[src/rtl/mq_4bit_if.sv]
// Handshake bundle for the mq_4bit partial-product stage (operand side and result side).
// Carries mq_parity only when MQ_4BIT_PARITY_EN is defined.
interface mq_4bit_if #(
    parameter int unsigned WIDTH = 4
);
    logic             in_valid;
    logic             in_ready;
    logic [WIDTH-1:0] m;
    logic             q;
    logic             out_valid;
    logic             out_ready;
    logic [WIDTH-1:0] mq;
    logic             mq_zero;
`ifdef MQ_4BIT_PARITY_EN
    logic             mq_parity;
`endif

    // Stage side: consumes operands and out_ready, produces the held result.
    modport slave (
        input  in_valid,
        input  m,
        input  q,
        input  out_ready,
        output in_ready,
        output out_valid,
        output mq,
`ifdef MQ_4BIT_PARITY_EN
        output mq_parity,
`endif
        output mq_zero
    );

    // Environment side: sequencer upstream plus adder row downstream.
    modport master (
        output in_valid,
        output m,
        output q,
        output out_ready,
        input  in_ready,
        input  out_valid,
        input  mq,
`ifdef MQ_4BIT_PARITY_EN
        input  mq_parity,
`endif
        input  mq_zero
    );
endinterface

[src/rtl/mq_4bit.sv]
// Registered partial-product row (mq = m AND q) with a single-entry valid/ready stage.
// Optional registered parity output enabled by the MQ_4BIT_PARITY_EN macro.
module mq_4bit #(
    parameter int unsigned WIDTH = 4
) (
    input  logic        clk,
    input  logic        rst,
    mq_4bit_if.slave    bus
);
    logic             r_out_valid;
    logic [WIDTH-1:0] r_mq;
    logic             r_mq_zero;
    logic             w_in_ready;
    logic             w_accept;
    logic [WIDTH-1:0] w_mq_next;

    // Full-throughput buffering: the slot frees in the same cycle it drains.
    always_comb begin
        w_in_ready = !r_out_valid || bus.out_ready;
        w_accept   = bus.in_valid && w_in_ready;
        w_mq_next  = bus.m & {WIDTH{bus.q}};
    end

    always_ff @(posedge clk or posedge rst) begin
        if (rst) begin
            r_out_valid <= 1'b0;
            r_mq        <= '0;
            r_mq_zero   <= 1'b1;
        end else if (w_accept) begin
            r_out_valid <= 1'b1;
            r_mq        <= w_mq_next;
            r_mq_zero   <= !bus.q || (bus.m == '0);
        end else if (bus.out_ready) begin
            r_out_valid <= 1'b0;
        end
    end

`ifdef MQ_4BIT_PARITY_EN
    logic r_mq_parity;

    always_ff @(posedge clk or posedge rst) begin
        if (rst) begin
            r_mq_parity <= 1'b0;
        end else if (w_accept) begin
            r_mq_parity <= ^w_mq_next;
        end
    end

    assign bus.mq_parity = r_mq_parity;
`endif

    assign bus.in_ready  = w_in_ready;
    assign bus.out_valid = r_out_valid;
    assign bus.mq        = r_mq;
    assign bus.mq_zero   = r_mq_zero;
endmodule

[src/flat_wrapper.sv]
// flat-port wrapper written by rule: the top's interface ports become plain ports
module mq_4bit_flat 
#(
    parameter int unsigned WIDTH = 4
)
  (clk, rst, bus_in_valid, bus_m, bus_q, bus_out_ready, bus_in_ready, bus_out_valid, bus_mq, bus_mq_zero);
  mq_4bit_if #(.WIDTH(WIDTH)) bus_i ();
  input  logic clk;
  input  logic rst;
  input wire logic [$bits(bus_i.in_valid)-1:0] bus_in_valid;
  input wire logic [$bits(bus_i.m)-1:0] bus_m;
  input wire logic [$bits(bus_i.q)-1:0] bus_q;
  input wire logic [$bits(bus_i.out_ready)-1:0] bus_out_ready;
  output wire logic [$bits(bus_i.in_ready)-1:0] bus_in_ready;
  output wire logic [$bits(bus_i.out_valid)-1:0] bus_out_valid;
  output wire logic [$bits(bus_i.mq)-1:0] bus_mq;
  output wire logic [$bits(bus_i.mq_zero)-1:0] bus_mq_zero;
  assign bus_i.in_valid = bus_in_valid;
  assign bus_i.m = bus_m;
  assign bus_i.q = bus_q;
  assign bus_i.out_ready = bus_out_ready;
  assign bus_in_ready = bus_i.in_ready;
  assign bus_out_valid = bus_i.out_valid;
  assign bus_mq = bus_i.mq;
  assign bus_mq_zero = bus_i.mq_zero;
  mq_4bit #(.WIDTH(WIDTH)) u_core (.clk(clk), .rst(rst), .bus(bus_i));
endmodule
[config.mk]
export PLATFORM = sky130hd
export DESIGN_NAME = mq_4bit_flat
export DESIGN_NICKNAME = d
export VERILOG_FILES = /design/src/rtl/mq_4bit_if.sv /design/src/rtl/mq_4bit.sv /design/src/flat_wrapper.sv
export SDC_FILE = /design/constraint.sdc
export NUM_CORES = 1
export LEC_CHECK = 0
export ABC_AREA = 0
export CORE_AREA = 2 2 39 41
export DETAILED_ROUTE_END_ITERATION = 12
export DIE_AREA = 0 0 41 43
export SLEW_MARGIN = 20
export SYNTH_ARGS = -nofsm -noshare
export SYNTH_HDL_FRONTEND = slang
export SYNTH_SLANG_ARGS = --single-unit
[constraint.sdc]
create_clock -name clk -period 1.3 [get_ports clk]
set_input_delay 0.26 -clock clk [delete_from_list [all_inputs] [get_ports clk]]
set_output_delay 0.26 -clock clk [all_outputs]
set_load 0.01 [all_outputs]
# [Yosys cells after proc, flatten, opt, wreduce, memory -nomap -nowiden]
# Index checks and enable logic that the tools add are counted.
[word_totals] reg_bits=6 inputBits=9 wordCells=13
[classes] muxes=2 bitwise_logic=1 n_reduce_logical=7
[ops] operator="$and 4x4->4" count=1
[ops] operator="$logic_not 4->1" count=1
[ops] operator="$logic_not 1->1" count=2
[ops] operator="$logic_or 1x1->1" count=2
[ops] operator="$mux 1" count=2
[ops] operator="$reduce_bool 2->1" count=1
[ops] operator="$logic_and 1x1->1" count=1

# [Depth between registers and ports, before layout]
# Gate-level depths: netlist of the first run.
[depth] depth_word=4 depth_mapped=4 mapped_depth_nobuf=3

# [Worst setup path after synthesis of the first run]
# Ideal clock, no wire load.
[synth_timing] kind="reg-to-reg" startpoint="reg u_core.r_out_valid, in the netlist u_core.bus.out_valid" endpoint="reg u_core.r_mq_zero, in the netlist u_core.bus.mq_zero" arrival_ns=0.959 setup_slack_ns=0.259 stages_incl_launch_ff=5 n_path_buf=1 period_less_slack_ns=1.041 path_cell_list="dfrtp_1 > nand2b_1 > buf_6 > nand2_4 > mux2_4"
[synth_between] elab_chain_cells=3
[synth_rtl] element="start, declared" line_no="mq_4bit.sv:10" rtl="logic r_out_valid;"
[synth_rtl] element="start signal, assigned" line_no="mq_4bit.sv:26" rtl="r_out_valid <= 1'b0;"
[synth_rtl] element="start signal, assigned" line_no="mq_4bit.sv:30" rtl="r_out_valid <= 1'b1;"
[synth_rtl] element="start signal, assigned" line_no="mq_4bit.sv:34" rtl="r_out_valid <= 1'b0;"
[synth_rtl] element="$logic_not 1->1" line_no="mq_4bit.sv:19" rtl="w_in_ready = !r_out_valid || bus.out_ready;"
[synth_rtl] element="$logic_or 1x1->1" line_no="mq_4bit.sv:19"
[synth_rtl] element="via bus_in_ready" line_no="flat_wrapper.sv:14" rtl="output wire logic [$bits(bus_i.in_ready)-1:0] bus_in_ready;"
[synth_rtl] element="$logic_and 1x1->1" line_no="mq_4bit.sv:20" rtl="w_accept = bus.in_valid && w_in_ready;"
[synth_rtl] element="end signal, assigned" line_no="mq_4bit.sv:32" rtl="r_mq_zero <= !bus.q || (bus.m == '0);"
[synth_rtl] element="end, declared" line_no="mq_4bit.sv:12" rtl="logic r_mq_zero;"
# The timed path passes the listed nets, and every way through them passes these cells.
# A chain may end at the register's enable or synchronous reset.

# [Worst setup path in the final report of the first run]
[layout_timing] startpoint="in bus_out_ready" endpoint="out bus_in_ready"
[layout_between] elab_chain_cells=1
[layout_rtl] element="start, declared" line_no="flat_wrapper.sv:13" rtl="input wire logic [$bits(bus_i.out_ready)-1:0] bus_out_ready;"
[layout_rtl] element="$logic_or 1x1->1" line_no="mq_4bit.sv:19"
[layout_rtl] element="end, declared" line_no="flat_wrapper.sv:14"
# No other way between the ends.

==> impl_metrics.csv, run 1 <==
group,metric,value,unit
worst_setup_path,path_buf_inv,2,
clock_tree,cts.clk_slew.worst_paths,50,ps
timing,min_period_over_period,93.37,%
power,clkPwrFrac,35.2,%
placed_design,dpl.hpwl,519.1,um
timing,period_needed,1214,ps
die,fp.dieH,43,um
synthesis,syn_area_per_cell,13.29,um2
synthesis,ys_top_cells_by_count,"5 x dfrtp_1, 4 x a21bo_2, 4 x nand4_1",
clock_tree,h-tree-depth,1,
timing,tns,0,ps
power,cellPowerDensity,1142,mW/mm2
die,io-pin-count,16,
synthesis,synth_cells,21,
die,die_area,0.001763,mm2
clock_tree,root_buffer,"clkbuf_4",
synthesis,yosysWarnings,0,
route,via_per_inst,4.321,
route,antenna_left,0,
finish,fillers,157,
job,drv_cap,0,
power,pwr-share-seq,42.5,%
route,post_drt_wl_per_cell,11.63,um
clock_tree,tritoncts,"built",
die,rows,14,
synthesis,synth.most_common_cell,"dfrtp_1",
global_routing,overflow,0,
finish,antennaDiodeCount,0,
synthesis,syn-num-nets,30,
synthesis,async_flop_share,100.0,%
power,p_int,0.3949,mW
route,drt_iter0_drc,6,
power,ir_drop,0.4504,mV
worst_setup_path,crit_path_end_kind,"output port",
worst_setup_path,worstPathRequired,1040,ps
timing,setup_viol,0,
finish,area_growth,63.23,%
synthesis,synth-edff-count,0,
clock_tree,hold_buffers,0,
die,coreArea,0.001384,mm2
timing,rsz0062_at_grt,"no",
timing,finalHoldViolCount,0,
worst_setup_path,critical-path-top-delay-family,"buffers and inverters",
global_routing,first_global_vias,237,
route,drtPass1Iterations,6,
timing,tightest_slew,286.7,ps
timing,timing.hold.ws,240.8,ps
clock_tree,clk_latency,240,ps
power,p_sw,0.1250,mW
synthesis,synth.cell_area,279.0,um2
global_routing,antenna_found_initial,0,
timing,drv_slew,0,
global_routing,grt_max_degree,7,
timing,finClkSkew,3.895,ps
finish,post-route-util,32.91,%
placed_design,portBuffers,15,
power,p_leak,0.2186,nW
worst_setup_path,cp-start-kind,"input port",
placed_design,gp_congestion,0.6552,
worst_setup_path,arrival,950,ps
worst_setup_path,crit_fanout,2,
clock_tree,numCtsBuffers,3,
synthesis,ys_ff_latch,6,
route,drc_errors,0,
synthesis,ys_types,10,
global_routing,grt_usage,9.091,%
worst_setup_path,max_stage_delay,450,ps
clock_tree,clock-sinks,6,
die,die_x,41,um
finish,drive_gt1_share,32.50,%
synthesis,synth_top_cell_by_area,"dfrtp_1",
synthesis,yosysTopAreaCellShare,44.84,%
timing,slew_headroom,80.64,%
power,swShare,24.04,%
run_status,status,"completed",
min_path,hp-class,"input port to asynchronous set/reset pin",
synthesis,netlist_top_cells_area,"dfrtp_1 45%, a21bo_2 14%, dfstp_2 9.4%",
timing,clock.fmax,823.8,MHz
finish,fin_nets,50,
route,vias,242,
global_routing,grt_pass1_wl,1014,um
clock_tree,clockBufferDepth,2,
worst_setup_path,crit_chain,"clkdlybuf4s50_1, nand2b_1, buf_2",
worst_setup_path,path_class,"input port to output port",
power,pwr-share-comb,22.3,%
worst_setup_path,critical_path.slowest_cell,"clkdlybuf4s50_1",
route,drt-total-wl,651,um
die,start_util,20.16,%
synthesis,synthFlopType,"dfrtp_1",
synthesis,yosysSeqAreaShare,54.26,%
## metrics by stage
stage | setup WS (ps) | area [um2] | total power, mW | instances
after floorplan | 258.7 | 279.0 | 0.2789 | 21
after global placement | -309.9 | 445.4 | 0.3583 | 52
after detailed placement | -316.5 | 445.4 | 0.3595 | 52
after CTS | 25.41 | 460.4 | 0.5369 | 56
after global routing | 38.04 | 455.4 | 0.5666 | 56
final | 86.19 | 455.4 | 0.5199 | 56
## registers in the layout, summed over array words and instances, names as in the netlist
name	count
u_core.bus.mq_zero	1
u_core.bus.out_valid	1
u_core.bus.mq	4
## kinds of logic after synthesis
| kind of cell | share of synthesized area (%) |
|---|---|
| buffers and inverters | 5.380 |
| flip-flops | 54.26 |
| AO/OA/AOI/OAI | 17.49 |
| AND/OR/NAND/NOR | 17.49 |
| multiplexers | 5.380 |
## placed cells by master (no fill, tap or decap), types with 2 or more instances in the layout
| cell | instances |
|---|---|
| clkdlybuf4s50_1 | 8 |
| nand4_1 | 4 |
| dfrtp_1 | 5 |
| dlygate4sd2_1 | 5 |
| nand2b_1 | 2 |
| a21bo_2 | 4 |
| clkbuf_4 | 3 |
## power groups by stage
| stage | Clock (mW) | Combinational, mW | Sequential [mW] |
|---|---|---|---|
| finish | 0.183 | 0.116 | 0.221 |
| floorplan | 0 | 0.0445 | 0.234 |
| global route | 0.215 | 0.127 | 0.224 |
| global placement | 0 | 0.133 | 0.225 |
| detailed placement | 0 | 0.135 | 0.225 |
| CTS | 0.196 | 0.120 | 0.221 |
## cell type report
cell class	instances	area, um2	area share (%)
Inverter	1	3.754	0.8242
Multi-Input combinational cell	13	112.6	24.73
Sequential cell	6	151.4	33.24
Timing Repair Buffer	16	141.4	31.04
Tap cell	16	20.02	4.396
Clock buffer	4	26.28	5.769
## metal layers
metal	GRT usage (%)	vias to the layer above	wire, um
met5	0	-	0
met3	7.853	0	120
li1	-	118	-
met4	2.000	0	0
met2	12.19	20	245
met1	10.82	104	285
## what timing repair did
item | CTS | global route
setup buffers | 0 | 0
resized for setup | 11 | 1
setup endpoints to repair | 7 | 1
## path summary, 6_finish.rpt
path / start / end / slack (ps) / depth (start not counted)
min reg2reg: u_core.bus.mq[0] / u_core.bus.mq[0] / 480 / 1
max in group asynchronous: rst / u_core.bus.mq_zero / 800 / 2
min: rst / u_core.bus.out_valid / 240 / 2
min in group clk: u_core.bus.mq[0] / u_core.bus.mq[0] / 480 / 1
max: bus_out_ready / bus_in_ready / 90 / 3
max reg2reg: u_core.bus.out_valid / u_core.bus.mq_zero / 230 / 4
Power figures use the tool's default switching activity.
==> run 2, diff against run 1 <==
--- a/config.mk
+++ b/config.mk
@@ -6,6 +6,7 @@
 export NUM_CORES = 1
 export LEC_CHECK = 0
 export ABC_AREA = 0
+export CAP_MARGIN = 30
 export CORE_AREA = 2 2 39 41
 export DETAILED_ROUTE_END_ITERATION = 12
 export DIE_AREA = 0 0 41 43
==> constraint.sdc (replaced) <==
create_clock -name clk -period 1.3 [get_ports clk]
set_input_delay 0.26 -clock clk [delete_from_list [all_inputs] [get_ports clk]]
set_output_delay 0.26 -clock clk [all_outputs]
set_load 0.1 [all_outputs]
==> run 2 against run 1 <==
  * Sequential power rose by 7%
  * Routed wire length increased by 0.46%
  * Worst setup slack got worse by 75 ps
  * Register-to-register slack lost 130 ps
  * First-iteration DRC count shrank 50%
  * Hold slack lost 1.6 ps
  * Fmax shrank 5.9%
  * Die area did not move
  * Power up 47%
  * Non-clock buffer count is the same
  * Combinational power increased to 3.0 times the previous value
  * Highest routed layer is now met4
==> impl_metrics.csv, run 2 (synthesis gave the netlist of run 1 again) <==
group,metric,value,unit
worst_setup_path,path_buf_inv,2,
finish,final_common_cell,"clkdlybuf4s50_1",
global_routing,grt_usage,10.62,%
worst_setup_path,crit_chain,"clkdlybuf4s50_1, nand2b_4, buf_12",
die,die_area,0.001763,mm2
timing,tns,0,ps
placed_design,portBuffers,15,
timing,slew_headroom,82.30,%
route,vias,235,
global_routing,antenna_found_initial,0,
timing,finalHoldViolCount,0,
route,drc_errors,0,
finish,post-route-util,39.96,%
worst_setup_path,arrival,1030,ps
worst_setup_path,cp-start-kind,"input port",
route,via_per_inst,4.196,
clock_tree,postCtsSetupBuffers,1,
clock_tree,numCtsBuffers,3,
worst_setup_path,path_class,"input port to output port",
job,drv_cap,0,
timing,setup_viol,0,
die,die_x,41,um
finish,fin_nets,50,
min_path,hp-class,"input port to asynchronous set/reset pin",
placed_design,dp_slack,-63.82,ps
worst_setup_path,critical-path-top-delay-family,"buffers and inverters",
clock_tree,cts.clk_slew.worst_paths,50,ps
finish,final_cell_mix,"8 x clkdlybuf4s50_1, 7 x buf_12, 4 x nand4_1, 4 x a21bo_2, 4 x dfrtp_1",
run_status,status,"completed",
worst_setup_path,crit_fanout,2,
power,p_leak,0.2481,nW
global_routing,grt_pass1_wl,1145,um
timing,rsz0062_at_grt,"no",
die,rows,14,
power,cellPowerDensity,1378,mW/mm2
route,antenna_left,0,
timing,period_needed,1289,ps
timing,setup_ws,10.76,ps
route,drt_iter0_drc,3,
clock_tree,ctsResizeCount,0,
worst_setup_path,crit_path_end_kind,"output port",
worst_setup_path,worstPathRequired,1040,ps
clock_tree,tritoncts,"built",
finish,drive_gt1_share,50.00,%
placed_design,gp_congestion,0.7231,
clock_tree,root_buffer,"clkbuf_4",
timing,clock.fmax,775.7,MHz
timing,finClkSkew,4.774,ps
finish,largest_register_ffs,4,
die,io-pin-count,16,
finish,fillers,138,
global_routing,first_global_vias,273,
timing,drv_slew,0,
die,fp.dieH,43,um
die,coreArea,0.001384,mm2
placed_design,postPlaceCellArea,519.2,um2
clock_tree,clock-sinks,6,
finish,area_growth,98.21,%
timing,tightest_slew,262.0,ps
clock_tree,hold_buffers,0,
route,drt-total-wl,654,um
global_routing,grt_max_degree,7,
route,drtPass1Iterations,2,
clock_tree,h-tree-depth,1,
route,post_drt_wl_per_cell,11.68,um
clock_tree,clk_latency,240,ps
worst_setup_path,critical_path.slowest_cell,"clkdlybuf4s50_1",
power,ir_drop,0.4324,mV
die,start_util,20.16,%
finish,design_area,553.0,um2
worst_setup_path,max_stage_delay,460,ps
timing,min_period_over_period,99.17,%
global_routing,overflow,0,
clock_tree,clockBufferDepth,2,
placed_design,dpl.hpwl,501,um
finish,antennaDiodeCount,0,
-- run 2: changes by cell type in the layout (fill, tap and decap cells not counted) --
| cell | previous run | this run |
|---|---|---|
| clkbuf_2 | 1 | 0 |
| dfrtp_4 | 0 | 1 |
| buf_12 | 0 | 7 |
| buf_2 | 1 | 0 |
| dlygate4sd2_1 | 5 | 0 |
| nand2b_4 | 0 | 1 |
| dfrtp_1 | 5 | 4 |
| nand2b_1 | 2 | 1 |
-- run 2: worst paths after layout --
path / endpoint / slack, ps / start / cells after the start
max: bus_in_ready / 10 / bus_out_ready / 3
min: u_core.bus.mq[0] / 240 / rst / 2
max reg2reg: u_core.bus.mq_zero / 100 / u_core.bus.out_valid / 4
min reg2reg: u_core.bus.mq[0] / 550 / u_core.bus.mq[0] / 1
max in group asynchronous: u_core.bus.mq_zero / 800 / rst / 2
min in group clk: u_core.bus.mq[0] / 550 / u_core.bus.mq[0] / 1
-- run 2: per-stage QoR --
stage,hold WS [ps],std cells,total power [mW]
after global placement,499.5,51,0.5803
after floorplan,50.25,21,0.4456
after CTS,235.5,56,0.7792
after detailed placement,498.3,51,0.5806
final,239.1,56,0.7622
after global routing,263.9,56,0.8004
-- run 2: cell type report --
| cell class | count | area, um2 | area share (%) |
|---|---|---|---|
| repair buffers | 16 | 227.7 | 41.18 |
| well taps | 16 | 20.02 | 3.620 |
| clock buffers | 4 | 26.28 | 4.751 |
| flip-flops and latches | 6 | 155.1 | 28.05 |
| inverters | 1 | 3.754 | 0.6787 |
| multi-input cells | 13 | 120.1 | 21.72 |
-- run 2: metal layers --
layer / share of wire [%] / vias to the layer above / global-route usage, %
met5: 0 / - / 0
met4: 1.5 / 0 / 10.00
met3: 12 / 2 / 5.759
met2: 42 / 13 / 12.81
met1: 44 / 103 / 12.50
li1: - / 117 / -
-- run 2: power by group --
part	total, mW	switching, mW	internal [mW]
Sequential	0.237	0.0234	0.213
Combinational	0.343	0.207	0.137
Clock	0.183	0.0663	0.116
Total	0.762	0.296	0.466
==> run 3, diff against run 2 <==
--- a/config.mk
+++ b/config.mk
@@ -10,6 +10,8 @@
 export CORE_AREA = 2 2 39 41
 export DETAILED_ROUTE_END_ITERATION = 12
 export DIE_AREA = 0 0 41 43
+export RECOVER_POWER = 50
+export SETUP_SLACK_MARGIN = 0.15
 export SLEW_MARGIN = 20
 export SYNTH_ARGS = -nofsm -noshare
 export SYNTH_HDL_FRONTEND = slang
==> run 3 against run 2 <==
  * Final cell count is the same
  * Sequential power hardly changed
  * Global-route usage shrank 1.1 points
  * Combinational power down 5%
  * Critical endpoint unchanged
  * Largest power group unchanged
  * Routed wire length is 5.7% lower
  * Power fell by 1.9%
  * Worst setup slack improved by 17 ps
  * Critical path depth shrank 1
  * First-iteration DRC count grew to 3.0 times the previous value
  * Register-to-register slack hardly changed
  * Fmax up 1.4%
==> impl_metrics.csv, run 3 (synthesis gave the netlist of run 1 again) <==
group,metric,value,unit
route,antenna_left,0,
timing,finClkSkew,8.281,ps
worst_setup_path,critical-path-top-delay-family,"flip-flops",
finish,final_common_cell,"clkdlybuf4s50_1",
power,pwr-share-comb,43.5,%
global_routing,overflow,0,
power,finalPower,0.7478,mW
power,p_sw,0.2975,mW
finish,largest_register_ffs,4,
finish,post-route-util,38.70,%
finish,stdcell_count,56,
route,vias,246,
worst_setup_path,arrival,1010,ps
job,drv_cap,0,
power,pwr-share-seq,31.4,%
clock_tree,clk_latency,250,ps
finish,fillers,141,
timing,setup_viol,0,
finish,area_growth,91.93,%
clock_tree,hold_buffers,0,
route,drtPass1Iterations,4,
placed_design,postPlaceCellArea,524.3,um2
route,drc_errors,0,
power,p_leak,0.2446,nW
global_routing,grtUsageMet3,3.141,%
power,swShare,39.79,%
global_routing,grt_pass1_wl,1069,um
placed_design,gp_congestion,0.7932,
clock_tree,clock-sinks,6,
worst_setup_path,crit_chain,"nand2b_4, buf_12",
timing,slew_headroom,79.91,%
power,p_int,0.4503,mW
worst_setup_path,cp-start-kind,"flop",
worst_setup_path,crit_fanout,2,
power,ir_drop,0.5783,mV
timing,finalHoldViolCount,0,
global_routing,grt_usage,9.495,%
finish,fin_nets,50,
timing,rsz0062_at_grt,"yes",
route,via_per_inst,4.393,
clock_tree,h-tree-depth,1,
clock_tree,numCtsBuffers,3,
die,rows,14,
route,drt_iter0_drc,9,
die,coreArea,0.001384,mm2
power,clkPwrFrac,25.1,%
timing,min_period_over_period,97.84,%
global_routing,global_route.usage.met1,10.49,%
route,drt-total-wl,617,um
clock_tree,tritoncts,"built",
clock_tree,cts.clk_slew.worst_paths,50,ps
worst_setup_path,crit_path_end_kind,"output port",
power,cellPowerDensity,1396,mW/mm2
die,start_util,20.16,%
global_routing,antenna_found_initial,0,
timing,clock.fmax,786.2,MHz
clock_tree,root_buffer,"clkbuf_4",
global_routing,grt_max_degree,7,
timing,tightest_slew,297.5,ps
worst_setup_path,path_buf_inv,1,
global_routing,top_usage_layer,"met2",
worst_setup_path,worstPathRequired,1040,ps
finish,drive_gt1_share,60.00,%
die,die_area,0.001763,mm2
timing,period_needed,1272,ps
worst_setup_path,rr_worst_depth,4,
placed_design,portBuffers,15,
die,fp.dieH,43,um
finish,design_area,535.5,um2
finish,register_area,160.2,um2
worst_setup_path,r2r_start,"u_core.bus.out_valid",
die,die_x,41,um
min_path,hp-class,"input port to asynchronous set/reset pin",
die,io-pin-count,16,
run_status,status,"completed",
finish,multi_input_area,120.1,um2
finish,final_cell_mix,"6 x clkdlybuf4s50_1, 5 x buf_12",
global_routing,grt_use_met2,13.75,%
worst_setup_path,regToRegSetupSlack,90,ps
worst_setup_path,critical_path.slowest_cell,"dfrtp_4",
global_routing,first_global_vias,272,
placed_design,place_inst,51,
worst_setup_path,r2r_end,"u_core.bus.mq_zero",
worst_setup_path,max_stage_delay,500,ps
timing,drv_slew,0,
finish,antennaDiodeCount,0,
worst_setup_path,path_class,"flop to output port",
route,post_drt_wl_per_cell,11.02,um
clock_tree,clockBufferDepth,2,
==> run 3: cell types whose count changed in the layout (fill, tap and decap cells not counted) <==
cell,before,now
clkbuf_4,3,4
dfrtp_2,0,4
dfrtp_1,4,0
buf_12,7,5
buf_4,1,2
clkdlybuf4s50_1,8,6
dlymetal6s2s_1,0,1
dlygate4sd3_1,0,1
==> run 3: layer usage <==
| layer | vias up | wire length [um] | share of wire (%) |
|---|---|---|---|
| met5 | - | 0 | 0 |
| met4 | 0 | 13 | 2.1 |
| met3 | 2 | 58 | 9.4 |
| met2 | 14 | 324 | 53 |
| met1 | 114 | 220 | 36 |
| li1 | 116 | - | - |
==> run 3: stage by stage <==
stage                     TNS, ps  hold slack (ps)  worst slack (ps)
after CTS                       0            223.9             16.49
after detailed placement   -260.7            495.2            -81.23
after floorplan            -154.7            50.00            -68.15
final                           0            355.7             28.13
after global routing            0            385.4             6.472
after global placement     -142.0            497.0            -60.81
==> run 3: power groups by stage <==
stage          registers (mW)  clock network [mW]  logic, mW
2_1_floorplan           0.382                   0     0.0664
3_3_place_gp            0.242                   0      0.341
3_5_place_dp            0.242                   0      0.343
4_1_cts                 0.239               0.195      0.347
5_1_grt                 0.238               0.202      0.338
6_report                0.235               0.187      0.326
==> run 3: worst max path at each step <==
| stage | to | from | cells past startpoint |
|---|---|---|---|
| 5_1_grt | bus_in_ready | u_core.bus.out_valid | 2 |
| 6_report | bus_in_ready | u_core.bus.out_valid | 2 |
| 3_3_place_gp | u_core.bus.mq_zero | bus_out_ready | 4 |
| 3_5_place_dp | u_core.bus.mq_zero | bus_out_ready | 4 |
| 2_1_floorplan | u_core.bus.mq_zero | u_core.bus.out_valid | 4 |
| 4_1_cts | bus_in_ready | u_core.bus.out_valid | 2 |
==> run 3: what timing repair did <==
item / in CTS / in global routing
setup buffers: 1 / 0
endpoints found under the setup margin: 3 / 8
resized for setup: 0 / 1
==> run 3: area by class of cell <==
cell class | instances | area share (%)
Inverter | 1 | 0.7009
Tap cell | 16 | 3.738
Clock buffer | 4 | 4.907
Multi-Input combinational cell | 13 | 22.43
Sequential cell | 6 | 29.91
Timing Repair Buffer | 16 | 38.32
